<file path="config.mk">
export PLATFORM = sky130hd
export DESIGN_NAME = spi_adc_scanner
export DESIGN_NICKNAME = d
export VERILOG_FILES = /design/src/rtl/spi_adc_scanner.sv
export SDC_FILE = /design/constraint.sdc
export NUM_CORES = 1
export LEC_CHECK = 0
export CORE_UTILIZATION = 62
export CTS_CLUSTER_DIAMETER = 30
export DETAILED_ROUTE_END_ITERATION = 16
export PLACE_DENSITY = 0.84
export RECOVER_POWER = 50
export SETUP_SLACK_MARGIN = 0.05
export SYNTH_ARGS = -nofsm -noshare
export SYNTH_HDL_FRONTEND = slang
export SYNTH_SLANG_ARGS = --single-unit
</file>
<file path="constraint.sdc">
create_clock -name clk -period 4.6 [get_ports clk]
set_input_delay 0.92 -clock clk [delete_from_list [all_inputs] [get_ports clk]]
set_output_delay 0.92 -clock clk [all_outputs]
set_load 0.05 [all_outputs]
</file>
<file path="src/rtl/spi_adc_scanner.sv">
// Round-robin scanner for AD7908/AD7918/AD7928 SPI ADCs.
// Runs the dummy power-up frames, then routes results by returned address.
module spi_adc_scanner #(
  parameter int CLK_DIV_HALF = 2500,
  parameter int NUM_CH       = 2,
  parameter int ADC_BITS     = 8,
  parameter int RANGE_BIT    = 1,
  parameter int QUIET_TICKS  = 2
) (
  input  logic                       clk,
  input  logic                       rst,
  input  logic                       enable,
  input  logic [NUM_CH-1:0]          ch_mask,
  output logic                       spi_sck,
  output logic                       spi_cs_n,
  output logic                       spi_mosi,
  input  logic                       spi_miso,
  output logic [NUM_CH*ADC_BITS-1:0] adc_data,
  output logic [NUM_CH-1:0]          adc_valid,
  output logic                       scan_done,
  output logic                       addr_err,
  output logic                       busy
);

  localparam int DW = (CLK_DIV_HALF > 1) ?
    $clog2(CLK_DIV_HALF) : 1;
  localparam int QW = (QUIET_TICKS > 1) ?
    $clog2(QUIET_TICKS) : 1;

  typedef enum logic [2:0] {
    INIT, IDLE, FRAME, QUIET, PROCESS
  } state_t;

  state_t state, state_nx;

  logic [DW-1:0] div;
  logic          tick;
  logic [5:0]    tcnt, tn;
  logic [QW-1:0] qcnt;
  logic [15:0]   txsr, rxsr, word;
  logic          init_ph, dcnt, first;
  logic [2:0]    last_addr, exp_addr;
  logic [2:0]    nxt, lo, up, hi, ra;
  logic          up_ok, start, hit;
  logic [7:0]    mask8;
  logic [ADC_BITS-1:0] val;
  logic          unused_rx;

  assign tick = (div == DW'(CLK_DIV_HALF - 1));
  assign tn   = tcnt + 6'd1;

  always_ff @(posedge clk or posedge rst) begin
    if (rst)       div <= '0;
    else if (tick) div <= '0;
    else           div <= div + 1'b1;
  end

  // Lowest enabled above the last address, else wrap to lowest.
  always_comb begin
    lo    = '0;
    up    = '0;
    up_ok = 1'b0;
    hi    = '0;
    for (int i = NUM_CH - 1; i >= 0; i--) begin
      if (ch_mask[i]) begin
        lo = 3'(i);
        if (3'(i) > last_addr) begin
          up    = 3'(i);
          up_ok = 1'b1;
        end
      end
    end
    for (int i = 0; i < NUM_CH; i++)
      if (ch_mask[i]) hi = 3'(i);
    nxt = (up_ok && !first) ? up : lo;
  end

  assign word = {3'b100, nxt, 2'b11, 2'b00,
                 1'(RANGE_BIT), 1'b1, 4'b0000};

  assign mask8     = 8'(ch_mask);
  assign ra        = rxsr[14:12];
  assign val       = rxsr[11 -: ADC_BITS];
  assign hit       = (32'(ra) < NUM_CH) && mask8[ra];
  assign unused_rx = ^rxsr;

  always_ff @(posedge clk or posedge rst) begin
    if (rst) state <= INIT;
    else     state <= state_nx;
  end

  always_comb begin
    state_nx = state;
    start    = 1'b0;
    busy     = 1'b0;
    unique case (state)
      INIT: begin
        if (tick) begin
          start    = 1'b1;
          state_nx = FRAME;
        end
      end
      IDLE: begin
        if (tick && enable && |ch_mask) begin
          start    = 1'b1;
          state_nx = FRAME;
        end
      end
      FRAME: begin
        busy = 1'b1;
        if (tick && tn == 6'd33) state_nx = QUIET;
      end
      QUIET: begin
        busy = 1'b1;
        if (tick && qcnt == QW'(QUIET_TICKS - 1))
          state_nx = PROCESS;
      end
      PROCESS: begin
        busy     = 1'b1;
        state_nx = (init_ph && !dcnt) ? INIT : IDLE;
      end
      default: state_nx = INIT;
    endcase
  end

  always_ff @(posedge clk or posedge rst) begin
    if (rst) begin
      spi_sck   <= 1'b1;
      spi_cs_n  <= 1'b1;
      spi_mosi  <= 1'b0;
      tcnt      <= '0;
      qcnt      <= '0;
      txsr      <= '0;
      rxsr      <= '0;
      init_ph   <= 1'b1;
      dcnt      <= 1'b0;
      first     <= 1'b1;
      last_addr <= '0;
      exp_addr  <= '0;
      adc_data  <= '0;
      adc_valid <= '0;
      scan_done <= 1'b0;
      addr_err  <= 1'b0;
    end else begin
      adc_valid <= '0;
      scan_done <= 1'b0;
      addr_err  <= 1'b0;
      if (start) begin
        spi_cs_n <= 1'b0;
        tcnt     <= '0;
        if (init_ph) begin
          txsr     <= 16'hFFFF;
          spi_mosi <= 1'b1;
        end else begin
          txsr      <= word;
          spi_mosi  <= word[15];
          exp_addr  <= last_addr;
          last_addr <= nxt;
          first     <= 1'b0;
        end
      end else if (state == FRAME && tick) begin
        tcnt <= tn;
        if (tn == 6'd33) begin
          spi_cs_n <= 1'b1;
          spi_mosi <= 1'b0;
          qcnt     <= '0;
        end else if (tn[0]) begin
          spi_sck <= 1'b0;
          rxsr    <= {rxsr[14:0], spi_miso};
        end else begin
          spi_sck  <= 1'b1;
          txsr     <= {txsr[14:0], 1'b0};
          spi_mosi <= txsr[14];
        end
      end else if (state == QUIET && tick) begin
        qcnt <= qcnt + 1'b1;
      end else if (state == PROCESS) begin
        if (init_ph) begin
          dcnt <= ~dcnt;
          if (dcnt) init_ph <= 1'b0;
        end else begin
          addr_err  <= (ra != exp_addr);
          scan_done <= hit && (ra == hi);
          for (int n = 0; n < NUM_CH; n++) begin
            if (hit && ra == 3'(n)) begin
              adc_data[n*ADC_BITS +: ADC_BITS] <= val;
              adc_valid[n] <= 1'b1;
            end
          end
        end
      end
    end
  end

endmodule

</file>
==> impl_results.md, run 1 <==
- P_leak: around 0.0019 uW
- First-pass GRT wire length: 11.8 mm
- Yosys warns: 0
- Post-DP HPWL: 4.36 mm
- CTS Buffer Depth: 2
- Via density: 6.04
- I/O pins: 30
- Commonest non-fill, non-tap cell in the layout: dfrtp_1
- Net Sw Frac: 20.3%
- GRT overflow: 0
- Cell Area, Synth: around 0.0036 mm^2
- CP Depth: 3
- Startpoint class of the critical path: register
- Post-synth cell types: 48
- Internal: 1040 uW
- Worst hold path type: register to register
- Total number of H-tree levels: 3
- Initial antenna violation count: 0
- Initial Util: 65.2%
- Sequential area share after synthesis: between 50% and 60%
- Drt drc: 0
- Max Cap Viol: 0
- Reg2reg path depth: 5
- Antenna diodes: 0
- I/O Buffers: 29
- Post-CTS Resized: 0
- Tcrit/Tclk final: 66.7%
- P per Cell Area: between 300 and 400 mW/mm^2
- Root Buffer: clkbuf_8
- Combined buffer and inverter count along the critical path: 1
- Outcome: completed
- Flop pwr share: a little over half
- Vias in the first global route: 2,500
- Crit path time final: 3.07 ns
- Cells after DPL: 392
- Nets: 340
- Clock power frac: 44.6%
- Hold buffer count at CTS: 0
- Final Setup Violations: 0
- VDD IR max: 0.237 mV
- Core area: 0.00557 mm^2
- Gr usage total: between 20% and 30%
- Post-DR wirelength/cell: 16.7 um
- Synth Area per Inst: about 12 um^2
- WL final: 6.81 mm
- DIE HEIGHT: 78.6 um
- Worst Setup Slack post-DPL: 1.77 ns
- Area of the die: 0.00617 mm^2
- Routed via count: 2,465
- Fin. max-slew vios: 0
- Final RePlAce weighted congestion: 0.806
- DRT Pass-1 Iters: 5
- Clk pin slew, worst setup/hold paths: 0.08 ns
- Most frequent cells in the layout: 76 x dfrtp_1, 28 x clkdlybuf4s50_1, 22 x mux2_2
- Post-synth ARST share: 100%
- Die W: 78.6 um
- Placed Instance Area: 0.00394 mm^2
- Violation count after the first detailed-routing iteration: 216
- Syn_nets: 314
- Post-CTS setup buffer count: 0
- Post-Synthesis Cells: 305
- Switching power total: 265 uW
- CTS tree: built
- Final setup TNS: 0 ns
- Clk sinks: 80
- Filler Cell Count: 361
- Crit Path Max Fanout: 12
- Max_slew headroom: 20.2%
- Antenna viol nets, final: 0
- Design Area, Final: 0.00415 mm^2
- Maximum clock rate: 326 MHz
- RSZ-0062 raised after global routing: no
- Top_reg_cell synth: dfrtp_1
- WS Path Type: register to output port
- Measured slew at the worst slew-check pin: around 1.2 ns
- Inserted Clock Buffers: 9
- Num rows: 27
- Setup crit end kind: output port
- Critical Path RT: 3.68 ns
- Clk_skew: 0.00735 ns
- Combinational share of power: about 1.6%
- Clk_lat worst skew: 0.35 ns
- Largest net degree at the start of global routing: slightly above 50
- FF+latch count, synth: 80
- P&R area growth vs syn: 14.2%
- Worst stage delay on the critical path: 0.80 ns
- Critical path's top delay family: buffers and inverters
- CP max-delay cell: clkdlybuf4s50_1
- Hold depth: 1
- Post-Layout Cell Count: about 410
- Proportion of layout cells with a drive suffix above 1: between 10% and 20%
- Final worst slack: approximately 1.5 ns
- Fin. Hold Viols: 0
- CP arrival: around 2.2 ns
- EDFF count, synth: 0
- Worst-path cell chain: nor3_1 > a21o_1 > clkdlybuf4s50_1
## worst paths after layout
kind | start | slack, ns | end
worst max-delay path | state[1] | 1.53 | busy
worst min-delay path | div[0] | 0.48 | div[0]
worst max register to register | tcnt[0] | 1.73 | rxsr[11]
worst min register to register | div[0] | 0.48 | div[0]
max in group asynchronous | rst | 1.55 | txsr[14]
min in group asynchronous | rst | 1.29 | rxsr[1]
## power groups by stage
| stage | combinational, uW | sequential [uW] | clock (uW) |
|---|---|---|---|
| finish | 20.5 | 703 | 583 |
| global route | 24.2 | 703 | 614 |
| CTS | 22.2 | 703 | 591 |
| detailed placement | 22.1 | 717 | 0 |
| global placement | 22.0 | 717 | 0 |
| floorplan | 12.1 | 717 | 0 |
## worst register-to-register path, stage by stage, from the launching register on
cell,delay [ns]
dfrtp_1,0.82
and3_1,0.33
nor3b_1,0.09
o221a_4,0.36
nor3_4,0.74
mux2_2,0.42
## metal layers
layer | share of wire (%) | wire length, um | vias to the layer above | track usage, %
met3 | 3.5 | 241 | 16 | 4.53
met5 | 0 | 0 | - | 0
li1 | - | - | 1162 | -
met2 | 47 | 3190 | 64 | 37.0
met1 | 47 | 3200 | 1223 | 35.3
met4 | 2.7 | 182 | 0 | 13.7
## final cells by class
type / count / area, um^2 / area share (%)
Sequential cell: 80 / 2010 / 48.4
Multi-Input combinational cell: 202 / 1490 / 36.0
Timing Repair Buffer: 31 / 303 / 7.30
Clock buffer: 11 / 151 / 3.65
Tap cell: 72 / 90.1 / 2.17
Clock inverter: 5 / 78.8 / 1.90
Inverter: 7 / 26.3 / 0.633
## cell usage after synthesis (8+ instances only)
cell type / count / share of area (%)
dfrtp_1: 76 / 52
mux2_2: 22 / 6.8
nand2_1: 17 / 1.8
o21ai_0: 17 / 2.3
nand3_1: 15 / 2.1
nor2_1: 14 / 1.4
nand4_1: 13 / 2.2
mux2_4: 10 / 4.1
a21oi_1: 8 / 1.1
buf_2: 8 / 1.1
nor3_1: 8 / 1.1
xnor2_1: 8 / 1.9
## registers in the layout, summed over array words and instances (netlist names), 2 cells and up
signal	count
tcnt	6
adc_data	16
state	3
div	12
rxsr	15
txsr	15
adc_valid	2
## cell families after synthesis
logic type | synth area share [%]
muxes | 11.0
buffers and inverters | 3.10
adders and majority gates | 1.03
xor gates and xnor gates | 3.62
and+or+nand+nor | 17.2
DFF | 55.2
AOI/OAI and AO/OA | 8.85
## through the flow
| step | power, uW | hold slack [ns] | utilization [%] |
|---|---|---|---|
| after floorplan | 729 | 0.440 | - |
| after global placement | 739 | 0.459 | 70.7 |
| after detailed placement | 739 | 0.471 | 70.7 |
| after CTS | 1320 | 0.482 | 74.9 |
| after global routing | 1340 | 0.502 | 74.5 |
| final | 1310 | 0.478 | 74.5 |
Note: power is estimated with default switching activity, not from simulation.
==> run 2: changes to the inputs <==
CORE_UTILIZATION = 52   (was 62)
PLACE_DENSITY = 0.76   (was 0.84)
clock period = 2.55 ns   (was 4.6 ns; I/O delays follow)
==> impl_results.md, run 2 (same netlist as run 1, synthesis figures left out) <==
- Outcome: completed
- Placed Instance Area: between 0.004 and 0.005 mm^2
- Root Buffer: clkbuf_8
- Total number of H-tree levels: 3
- Worst hold path type: register to register
- Flop2flop setup slack: 0.18 ns
- DIE HEIGHT: 85.6 um
- Post-CTS Resized: 0
- GRT overflow: 0
- Violation count after the first detailed-routing iteration: ~140
- Commonest non-fill, non-tap cell in the layout: dfrtp_1
- Post-DP HPWL: 4.43 mm
- Max FFs per register: 16
- Worst stage delay on the critical path: 0.53 ns
- CP arrival: ~2.6 ns
- Tcrit/Tclk final: ~93%
- Max_slew headroom: 29.5%
- Reg-to-Reg End: adc_data[0]
- Met2 Usage GRT: 28.5%
- CTS tree: built
- Final Setup Violations: 0
- Num rows: 30
- Proportion of layout cells with a drive suffix above 1: between 20 and 25%
- Startpoint class of the critical path: register
- Biggest regs: adc_data x16, rxsr x15, txsr x15
- P&R area growth vs syn: 16.9%
- I/O pins: 30
- WL final: 6.74 mm
- Design Area, Final: 0.00425 mm^2
- Critical Path RT: 2.78 ns
- Clk sinks: 80
- Initial Util: 53.8%
- Hold Crit Start: dcnt
- Cells after DPL: 406
- Initial antenna violation count: 0
- Fin. Hold Viols: 0
- CP max-delay cell: nor4_1
- Worst setup startpoint: state[1]
- WS Path Type: register to register
- Max Cap Viol: 0
- Clk pin slew, worst setup/hold paths: 0.08 ns
- Worst-path cell chain: or3_1 > nor4_1 > nand3b_2 > mux2_2
- P_leak: roughly 0.0019 uW
- First-pass GRT wire length: 11.0 mm
- Die W: 85.6 um
- Final worst slack: 0.184 ns
- Post-Layout Cell Count: 422
- Global routing usage on met3: 3.56%
- Hold buffer count at CTS: 0
- Post-CTS setup buffer count: 0
- Largest net degree at the start of global routing: 81
- Critical path's top delay family: simple AND/OR/NAND/NOR gates
- Gr usage total: roughly a fifth
- Reg with most FFs: adc_data
- Inserted Clock Buffers: 9
- Gr busiest metal: met1
- I/O Buffers: 29
- Most frequent cells in the layout: 76 x dfrtp_1, 27 x clkdlybuf4s50_1, 22 x mux2_2
- Final RePlAce weighted congestion: 0.753
- Setup crit end kind: register
- Vias in the first global route: roughly 2,300
- Drt drc: 0
- Routed via count: 2,434
- Reg2reg path depth: 4
- Post-DR wirelength/cell: 16.0 um
- Antenna diodes: 0
- Measured slew at the worst slew-check pin: about 1.1 ns
- Hold depth: 1
- CTS Buffer Depth: 2
- DRT Pass-1 Iters: 4
- Combined buffer and inverter count along the critical path: 0
- Antenna viol nets, final: 0
- Maximum clock rate: ~420 MHz
- Via density: 5.77
- Worst Setup Slack post-DPL: ~0.23 ns
- Crit path time final: roughly 2.4 ns
- WHS Endpoint: init_ph
- Worst r2r src: state[1]
- Area of the die: roughly 0.0073 mm^2
- VDD IR max: roughly 0.3 mV
- Fin. max-slew vios: 0
- Clk_lat worst skew: 0.34 ns
- Worst hold margin: 0.479 ns
- Crit Path Max Fanout: 12
- Nets: between 300 and 400
- Global Route met1 Usage: 28.8%
- P per Cell Area: 578 mW/mm^2
- RSZ-0062 raised after global routing: no
- Core area: around 0.0068 mm^2
- Final setup TNS: 0 ns
- Clk_skew: about 0.012 ns
[run 2: worst max-delay path by stage]
stage                  end  slack, ns  cells past startpoint
2_1_floorplan      rxsr[0]       0.53                      7
3_3_place_gp       txsr[7]       0.27                      6
3_5_place_dp       txsr[7]       0.23                      6
4_1_cts           txsr[11]       0.30                      7
5_1_grt        adc_data[0]       0.08                      4
6_report       adc_data[0]       0.18                      4
[run 2: cell type report]
cell class	count	area, um^2
clock buffers	10	138
multi-input cells	202	1500
well taps	80	100
fillers	521	2510
clock inverters	6	115
flip-flops and latches	80	2010
inverters	7	30.0
repair buffers	37	360
[run 2: per-stage QoR]
stage | power (uW) | util (%)
after floorplan | 1320 | -
after global placement | 1340 | 59.6
after detailed placement | 1340 | 59.6
after CTS | 2480 | 63.3
after global routing | 2530 | 62.9
final | 2450 | 62.9
[run 2: layer usage]
metal  wire [um]  part of all wire (%)
met4          98                   1.5
met2        3180                    47
met3         240                   3.6
met5           0                     0
met1        3230                    48
[run 2: report_power, final]
group,internal (uW),switching [uW]
registers,1270,0
logic,9.07,29.0
clock network,684,465
